**config.mk**
```make
export PLATFORM = sky130hd
export DESIGN_NAME = ifetch_unit_flat
export DESIGN_NICKNAME = d
export VERILOG_FILES = /design/src/rtl/ifetch_unit_if.sv /design/src/rtl/ifetch_unit.sv /design/src/flat_wrapper.sv
export SDC_FILE = /design/constraint.sdc
export NUM_CORES = 1
export LEC_CHECK = 0
export ABC_AREA = 1
export BUFFER_PORTS_ARGS = -buffer_cell sky130_fd_sc_hd__buf_2
export CORE_MARGIN = 4
export CORE_UTILIZATION = 45
export DETAILED_ROUTE_END_ITERATION = 6
export PLACE_DENSITY = 0.73
export SETUP_SLACK_MARGIN = 0.2
export SYNTH_ARGS = -nofsm -noshare
export SYNTH_HDL_FRONTEND = slang
export SYNTH_SLANG_ARGS = --single-unit
export TNS_END_PERCENT = 20
```
**constraint.sdc**
```tcl
create_clock -name clk -period 1.9 [get_ports clk]
set_clock_uncertainty 0.2 [all_clocks]
set_input_delay 0.475 -clock clk [delete_from_list [all_inputs] [get_ports clk]]
set_output_delay 0.475 -clock clk [all_outputs]
set_load 0.03 [all_outputs]
```
**src/rtl/ifetch_unit_if.sv**
```systemverilog
// ---------------------------------------------------------------------------
// ifetch_unit_if
//   Instruction-memory read port used by the fetch sequencer.
//   mem_req   : read request, held high for the whole request phase
//   mem_addr  : word address, stable while mem_req is high
//   mem_ack   : memory accepts the request; mem_rdata is valid this cycle
//   mem_rdata : returned instruction word
//   master = fetch unit side, slave = instruction memory side.
// ---------------------------------------------------------------------------
interface ifetch_unit_if;
  logic        mem_req;
  logic [31:0] mem_addr;
  logic        mem_ack;
  logic [31:0] mem_rdata;

  modport master (
    output mem_req,
    output mem_addr,
    input  mem_ack,
    input  mem_rdata
  );

  modport slave (
    input  mem_req,
    input  mem_addr,
    output mem_ack,
    output mem_rdata
  );
endinterface

```
**src/rtl/ifetch_unit.sv**
```systemverilog
// ---------------------------------------------------------------------------
// ifetch_unit
//   Instruction-fetch sequencer for the multicycle MIPS core. On a start
//   pulse it reads the PC, issues one word read to instruction memory,
//   latches the word into the instruction register and then pulses pc_we
//   with npc = PC + 4 so the PC register advances.
//
//   Ports:
//     clk, reset  : clock, synchronous active-high reset
//     pc_q        : current PC register value
//     start       : fetch request, only looked at while idle
//     fault_clr   : clears the sticky fault flag
//     mem         : instruction-memory read port (master side)
//     ir          : instruction register
//     npc         : next PC, feeds the PC register write port
//     pc_we, done : one-cycle completion pulse
//     busy        : a fetch is in progress
//     fault       : sticky misaligned-PC or memory-timeout flag
// ---------------------------------------------------------------------------
module ifetch_unit #(
  parameter int unsigned TIMEOUT = 16
) (
  input  logic               clk,
  input  logic               reset,
  input  logic [31:0]        pc_q,
  input  logic               start,
  input  logic               fault_clr,
  ifetch_unit_if.master      mem,
  output logic [31:0]        ir,
  output logic [31:0]        npc,
  output logic               pc_we,
  output logic               done,
  output logic               busy,
  output logic               fault
);

  typedef enum logic [1:0] {
    IDLE,
    REQ,
    UPD
  } state_t;

  // Timer value reached on the last request cycle that may still be acked.
  localparam logic [7:0] TIMER_LAST = 8'(TIMEOUT - 1);

  state_t      state_q, state_d;
  logic [31:0] addr_q,  addr_d;
  logic [31:0] ir_q,    ir_d;
  logic [31:0] npc_q,   npc_d;
  logic [7:0]  timer_q, timer_d;
  logic        fault_q, fault_d;
  logic        new_fault;

  // Next-state logic. A misaligned start is treated as a fault condition
  // even while fault is already set, so that a clear arriving together
  // with a fresh misaligned request leaves the flag set.
  always_comb begin
    state_d   = state_q;
    addr_d    = addr_q;
    ir_d      = ir_q;
    npc_d     = npc_q;
    timer_d   = timer_q;
    new_fault = 1'b0;

    case (state_q)
      IDLE: begin
        if (start) begin
          if (pc_q[1:0] != 2'b00) begin
            new_fault = 1'b1;
          end else if (!fault_q) begin
            addr_d  = pc_q;
            timer_d = 8'd0;
            state_d = REQ;
          end
        end
      end
      REQ: begin
        if (mem.mem_ack) begin
          ir_d    = mem.mem_rdata;
          npc_d   = addr_q + 32'd4;
          state_d = UPD;
        end else if (timer_q == TIMER_LAST) begin
          new_fault = 1'b1;
          state_d   = IDLE;
        end else begin
          timer_d = timer_q + 8'd1;
        end
      end
      UPD: begin
        state_d = IDLE;
      end
      default: begin
        state_d = IDLE;
      end
    endcase

    fault_d = new_fault | (fault_q & ~fault_clr);
  end

  // State and datapath registers.
  always_ff @(posedge clk) begin
    if (reset) begin
      state_q <= IDLE;
      addr_q  <= 32'd0;
      ir_q    <= 32'd0;
      npc_q   <= 32'd0;
      timer_q <= 8'd0;
      fault_q <= 1'b0;
    end else begin
      state_q <= state_d;
      addr_q  <= addr_d;
      ir_q    <= ir_d;
      npc_q   <= npc_d;
      timer_q <= timer_d;
      fault_q <= fault_d;
    end
  end

  // All control outputs are pure decodes of the state register.
  assign mem.mem_req  = (state_q == REQ);
  assign mem.mem_addr = addr_q;
  assign pc_we        = (state_q == UPD);
  assign done         = (state_q == UPD);
  assign busy         = (state_q != IDLE);
  assign ir           = ir_q;
  assign npc          = npc_q;
  assign fault        = fault_q;

endmodule

```
**src/flat_wrapper.sv**
```systemverilog
// flat-port wrapper written by rule: the top's interface ports become plain ports
module ifetch_unit_flat 
#(
  parameter int unsigned TIMEOUT = 16
)
  (clk, reset, pc_q, start, fault_clr, ir, npc, pc_we, done, busy, fault, mem_mem_req, mem_mem_addr, mem_mem_ack, mem_mem_rdata);
  ifetch_unit_if mem_i ();
  input  logic clk;
  input  logic reset;
  input  logic [31:0] pc_q;
  input  logic start;
  input  logic fault_clr;
  output logic [31:0] ir;
  output logic [31:0] npc;
  output logic pc_we;
  output logic done;
  output logic busy;
  output logic fault;
  output wire logic [$bits(mem_i.mem_req)-1:0] mem_mem_req;
  output wire logic [$bits(mem_i.mem_addr)-1:0] mem_mem_addr;
  input wire logic [$bits(mem_i.mem_ack)-1:0] mem_mem_ack;
  input wire logic [$bits(mem_i.mem_rdata)-1:0] mem_mem_rdata;
  assign mem_mem_req = mem_i.mem_req;
  assign mem_mem_addr = mem_i.mem_addr;
  assign mem_i.mem_ack = mem_mem_ack;
  assign mem_i.mem_rdata = mem_mem_rdata;
  ifetch_unit #(.TIMEOUT(TIMEOUT)) u_core (.clk(clk), .reset(reset), .pc_q(pc_q), .start(start), .fault_clr(fault_clr), .mem(mem_i), .ir(ir), .npc(npc), .pc_we(pc_we), .done(done), .busy(busy), .fault(fault));
endmodule
```
## Word-level counts from Yosys, hierarchy flattened

Cells that the tools add are included.
W data, S select, Z words.

| storage, ports and cells | value |
|---|---|
| register bits | 107 |
| bits in latches | 0 |
| RAM bits | 0 |
| bits in read-only memories | 0 |
| bits of input ports | 69 |
| output and inout port bits | 101 |
| logic and storage cells | 47 |
| memories | 0 |

| operators by class | value |
|---|---|
| add/subtract/negate cells | 2 |
| multiply operators | 0 |
| divide/modulo/power cells | 0 |
| $lt $le $gt $ge | 0 |
| eq/ne operators | 9 |
| shifts and indexed selects | 0 |
| mux-type cells | 17 |
| bitwise logic cells | 5 |
| reduce and logical (&&, ||, !) cells | 8 |

Operators with widths:

| cell | count |
|---|---|
| $mux W8 | 5 |
| $add A32 B3 Y32 const B | 1 |
| $pmux W8 S2 | 1 |
| $mux W2 | 5 |
| $ne A2 B2 Y1 const B | 5 |
| $add A8 B1 Y8 const B | 1 |
| $eq A8 B4 Y1 const B | 1 |
| $reduce_and A4 Y1 | 2 |
| $reduce_and A6 Y1 | 1 |
| $reduce_bool A2 Y1 | 3 |
| $mux W1 | 4 |
| $pmux W2 S2 | 1 |
| $ne A3 B1 Y1 const B | 1 |
| $not A1 Y1 | 3 |
| $eq A2 B1 Y1 const B | 1 |
| $eq A2 B2 Y1 const B | 1 |
| $logic_not A2 Y1 | 1 |
| $pmux W1 S2 | 1 |
| $reduce_and A2 Y1 | 1 |
| $and A1 B1 Y1 | 1 |
| $or A1 B1 Y1 | 1 |

## Logic depth before layout (Yosys ltp)

| logic depth | value |
|---|---|
| depth in word-level cells | 5 |
| depth in mapped cells | 10 |

## Worst setup path before layout

OpenSTA, ideal clock, no wires.

| timing path | value |
|---|---|
| path type | reg2reg |
| start | register u_core.addr_q[3] (netlist: u_core.mem.mem_addr[3]) |
| end | register u_core.npc_q[26] (netlist: u_core.npc[26]) |
| library setup time | 0.109 ns |
| data arrival time | 1.507 ns |
| data required time | 1.591 ns |
| setup slack | 0.085 ns |
| stages on the path, launching flop included | 11 |
| path buffers | 0 |
| path through | dfxtp_1 > ha_1 > nand2_2 > nor2_4 > nand2_4 > nor2_8 > nand2_1 > nand2_1 > nand3_1 > nand2_1 > inv_1 |

| on the way | value |
|---|---|
| cells in the longest elaborated chain, start to end | 1 |

RTL lines:

| element | RTL line | source |
|---|---|---|
| from (decl) | ifetch_unit.sv:47 | `logic [31:0] addr_q, addr_d;` |
| from (signal assigned) | ifetch_unit.sv:111 | `addr_q <= addr_d;` |
| $add A32 B3 Y32 | ifetch_unit.sv:80 | `npc_d = addr_q + 32'd4;` |
| to (signal assigned) | ifetch_unit.sv:113 | `npc_q <= npc_d;` |
| to (decl) | ifetch_unit.sv:49 | `logic [31:0] npc_q, npc_d;` |

Every way passes these cells.
A chain may end at the register's enable or synchronous reset.

## Final worst setup path

| timing path | value |
|---|---|
| start | register u_core.addr_q[29] (netlist: u_core.mem.mem_addr[29]) |
| end | output mem_mem_addr[29] |

RTL lines:

| element | RTL line | source |
|---|---|---|
| to (decl) | flat_wrapper.sv:20 | `output wire logic [$bits(mem_i.mem_addr)-1:0] mem_mem_addr;` |

No word-level cell between the ends.

==> results.py <==
metrics = {
    "outcome": {
        "status": "complete, no violations",
    },
    "sta": {
        "worst_slack_ns": 0.179,
        "finalHoldViolations": 0,
        "rsz0062_at_grt": "true",
        "final.setup.tns_ns": 0,
        "finalSetupViolCount": 0,
        "fin_crit_sh_pct": 90.6,
        "post-route-min-period_ns": 1.72,
        "worstMarginPinSlew_ns": 0.376,
        "fmax_mhz": 581,
        "slew_viol_final": 0,
        "slew_headroom_pct": 75.0,
        "holdWs_ns": 0.0903,
    },
    "placed_design": {
        "place_ws_ns": 0.172,
        "place.detailed.hpwl_mm": 9.54,
        "portBuffers": 169,
        "dpl_cell_area_sq_um": 5850,
        "place.gp.congestion": 0.868,
    },
    "power_and_ir_drop": {
        "max-vdd-ir-drop_mv": 0.338,
        "p_int_mw": 3.05,
        "pwr-share-seq_pct": 56.2,
        "p_total_mw": 4.25,
        "p_switching_mw": 1.21,
        "p_leak_nw": 3.17,
        "switching_share_pct": 28.4,
        "pwr-share-comb_pct": 13.9,
        "cellPowerDensity_nw_per_um2": 656,
        "clkPwrFrac_pct": 29.9,
    },
    "critical_path": {
        "critical_path_class": "reg2out",
        "end_kind": "primary output",
        "crit_chain": "buf_2",
        "crit_fanout": 5,
        "worst_setup_path_start_kind": "flip-flop",
        "max_stage_delay_ns": 0.44,
        "cp.depth": 1,
        "critPathBufInv": 1,
        "required_ns": 1.22,
        "cp_slowest_cell": "dfxtp_1",
        "reg2reg_depth": 10,
        "critical_path_arrival_ns": 1.05,
        "crit_family": "flip-flops",
    },
    "synth": {
        "synth-seq-cells": 107,
        "muxShareOfSynthArea_pct": 0,
        "ys_types": 32,
        "synth_top_family_by_area": "simple AND/OR/NAND/NOR gates",
        "syn_inst": 696,
        "synth_xor_area_share_pct": 0.539,
        "synth_nets": 767,
        "synth_compound_area_share_pct": 16.8,
        "yosys.area_share.simple_pct": 28.3,
        "syn-cell-area_sq_um": 4880,
        "avgSynthCellArea_sq_um": 7.01,
        "ys_seq_area_share_pct": 43.9,
        "synth_top_flop_cell": "dfxtp_1",
        "synth_fa_ha_area_share_pct": 0.513,
        "synth-edff-count": 0,
        "synth-async-reset-ratio_pct": 0,
        "yosys_warnings": 0,
    },
    "cts": {
        "clock_latency_ns": 0.37,
        "cts-root-buf": "clkbuf_8",
        "clk_pin_slew_worst_paths_ns": 0.11,
        "htree_num_levels": 3,
        "cts_sinks": 107,
        "clock_path_buffers": 2,
        "cts_buffers": 9,
        "cts_tree": "yes",
    },
    "global_routing": {
        "grt_overflow_total": 0,
        "antenna_found_initial": 0,
        "grt_max_degree": 64,
        "grt_pass1_wl_mm": 21.5,
        "track_usage_pct": 20.3,
        "grt_pass1_vias": 4563,
    },
    "detailed_routing": {
        "via_per_inst": 4.94,
        "wl_per_cell_microns": 13.9,
        "drtPass1Iterations": 5,
        "drt_iter0_markers": 328,
        "wl_mm": 14.1,
        "route.vias.total": 5020,
        "postRouteAntennaNets": 0,
        "drc": 0,
    },
    "floorplanning": {
        "start_util_pct": 46.6,
        "die_y_microns": 112,
        "die_area_sq_um": 12600,
        "io_pins": 170,
        "coreArea_sq_um": 10500,
        "fp-row-count": 37,
        "fp.dieW_microns": 112,
    },
    "finish": {
        "final_area_sq_um": 6480,
        "num-nets-final": 948,
        "antennaDiodeCount": 0,
        "layout-drive-gt1-share_pct": 31.1,
        "syn2layout_area_growth_pct": 33.0,
    },
    "hold_path": {
        "hp-class": "in2reg",
        "hold_depth": 2,
    },
    "job": {
        "drv_cap": 0,
    },
}
[power by group through the flow]
stage | logic (mW) | registers, mW | clock network, mW
2_1_floorplan | 0.201 | 2.56 | 0
3_3_place_gp | 0.536 | 2.44 | 0
3_5_place_dp | 0.540 | 2.44 | 0
4_1_cts | 0.552 | 2.39 | 1.31
5_1_grt | 0.648 | 2.40 | 1.40
6_report | 0.593 | 2.39 | 1.27
[timing repair]
| action | in CTS | in global routing |
|---|---|---|
| setup buffers | 3 | 17 |
| setup endpoints to repair | 30 | 96 |
| hold buffers | 0 | 0 |
| hold endpoints to repair | 0 | 0 |
| resized for setup | 22 | 40 |
| pin swaps | 2 | 13 |
| gates cloned | 0 | 4 |
[state kept, by name, summed over array words and instances (netlist names)]
| name | count |
|---|---|
| u_core.timer_q | 8 |
| u_core.mem.mem_addr | 32 |
| u_core.fault | 1 |
| u_core.ir | 32 |
| u_core.state_q | 2 |
| u_core.npc | 32 |
[synthesized netlist by cell type, drive strengths merged (3+ instances only)]
cell type / n / area share [%]
a21oi: 36 / 3.7
dfxtp: 107 / 44
o21ai: 86 / 8.9
nand3: 40 / 4.2
o21bai: 6 / 0.92
buf: 14 / 2.1
nor2: 142 / 13
o21a: 17 / 2.6
nand4: 4 / 0.51
nand2: 130 / 11
inv: 86 / 6.6
xor2: 3 / 0.54
clkbuf: 17 / 1.3
[cell usage in the layout (no fill, tap or decap), drive strengths merged]
cell | synthesis | final
clkbuf | 17 | 14
o21bai | 6 | 6
nand3 | 40 | 40
nor2 | 142 | 143
dfxtp | 107 | 107
a21oi | 36 | 36
a31oi | 1 | 1
a31o | 1 | 1
and2 | 1 | 1
o211ai | 1 | 1
buf | 14 | 197
o21a | 17 | 17
clkinvlp | 0 | 1
o221ai | 1 | 1
inv | 86 | 87
or2 | 1 | 1
ha | 2 | 2
nand4 | 4 | 4
nand2 | 130 | 130
clkinv | 0 | 2
o21ai | 86 | 86
xor2 | 3 | 3
[stage by stage]
stage          instances  utilization, %
2_1_floorplan        696               -
3_3_place_gp         978            56.0
3_5_place_dp         978            56.0
4_1_cts              996            58.3
5_1_grt             1017            62.0
6_report            1017            62.0
[layer usage]
metal	global-route usage [%]	routed length (microns)	share of wire [%]
met4	5.69	120	0.85
met5	0	0	0
met2	33.1	6530	46
met1	26.2	6110	43
met3	6.04	1380	9.8
[worst paths after layout]
path / from / end / slack [ns]
worst max-delay path: u_core.mem.mem_addr[29]$_SDFFE_PP0P_ / mem_mem_addr[29] / 0.18
worst min-delay path: reset / u_core.state_q[0]$_SDFFE_PP0P_ / 0.09
worst min register to register: u_core.mem.mem_addr[1]$_SDFFE_PP0P_ / u_core.mem.mem_addr[1]$_SDFFE_PP0P_ / 0.29
worst max register to register: u_core.state_q[1]$_SDFFE_PP0P_ / u_core.npc[27]$_SDFFE_PP0P_ / 0.21
[kinds of logic (layout without fill, tap and decap cells)]
group                    after synthesis  count (layout)
AND/OR/NAND/NOR                      318             319
AO/OA/AOI/OAI                        149             149
buffers and inverters                117             301
flip-flops                           107             107
XOR/XNOR                               3               3
adder cells (fa/ha/maj)                2               2
[area by class of cell]
| type | count | area, sq um |
|---|---|---|
| inverter | 86 | 330 |
| sequential | 107 | 2180 |
| clock buffer | 11 | 141 |
| timing repair buffer | 200 | 1270 |
| clock inverter | 4 | 26.3 |
| multi-input combinational | 473 | 2360 |
| fill | 999 | 3980 |
| tap | 136 | 170 |
Note: power is estimated with default switching activity, not from simulation.
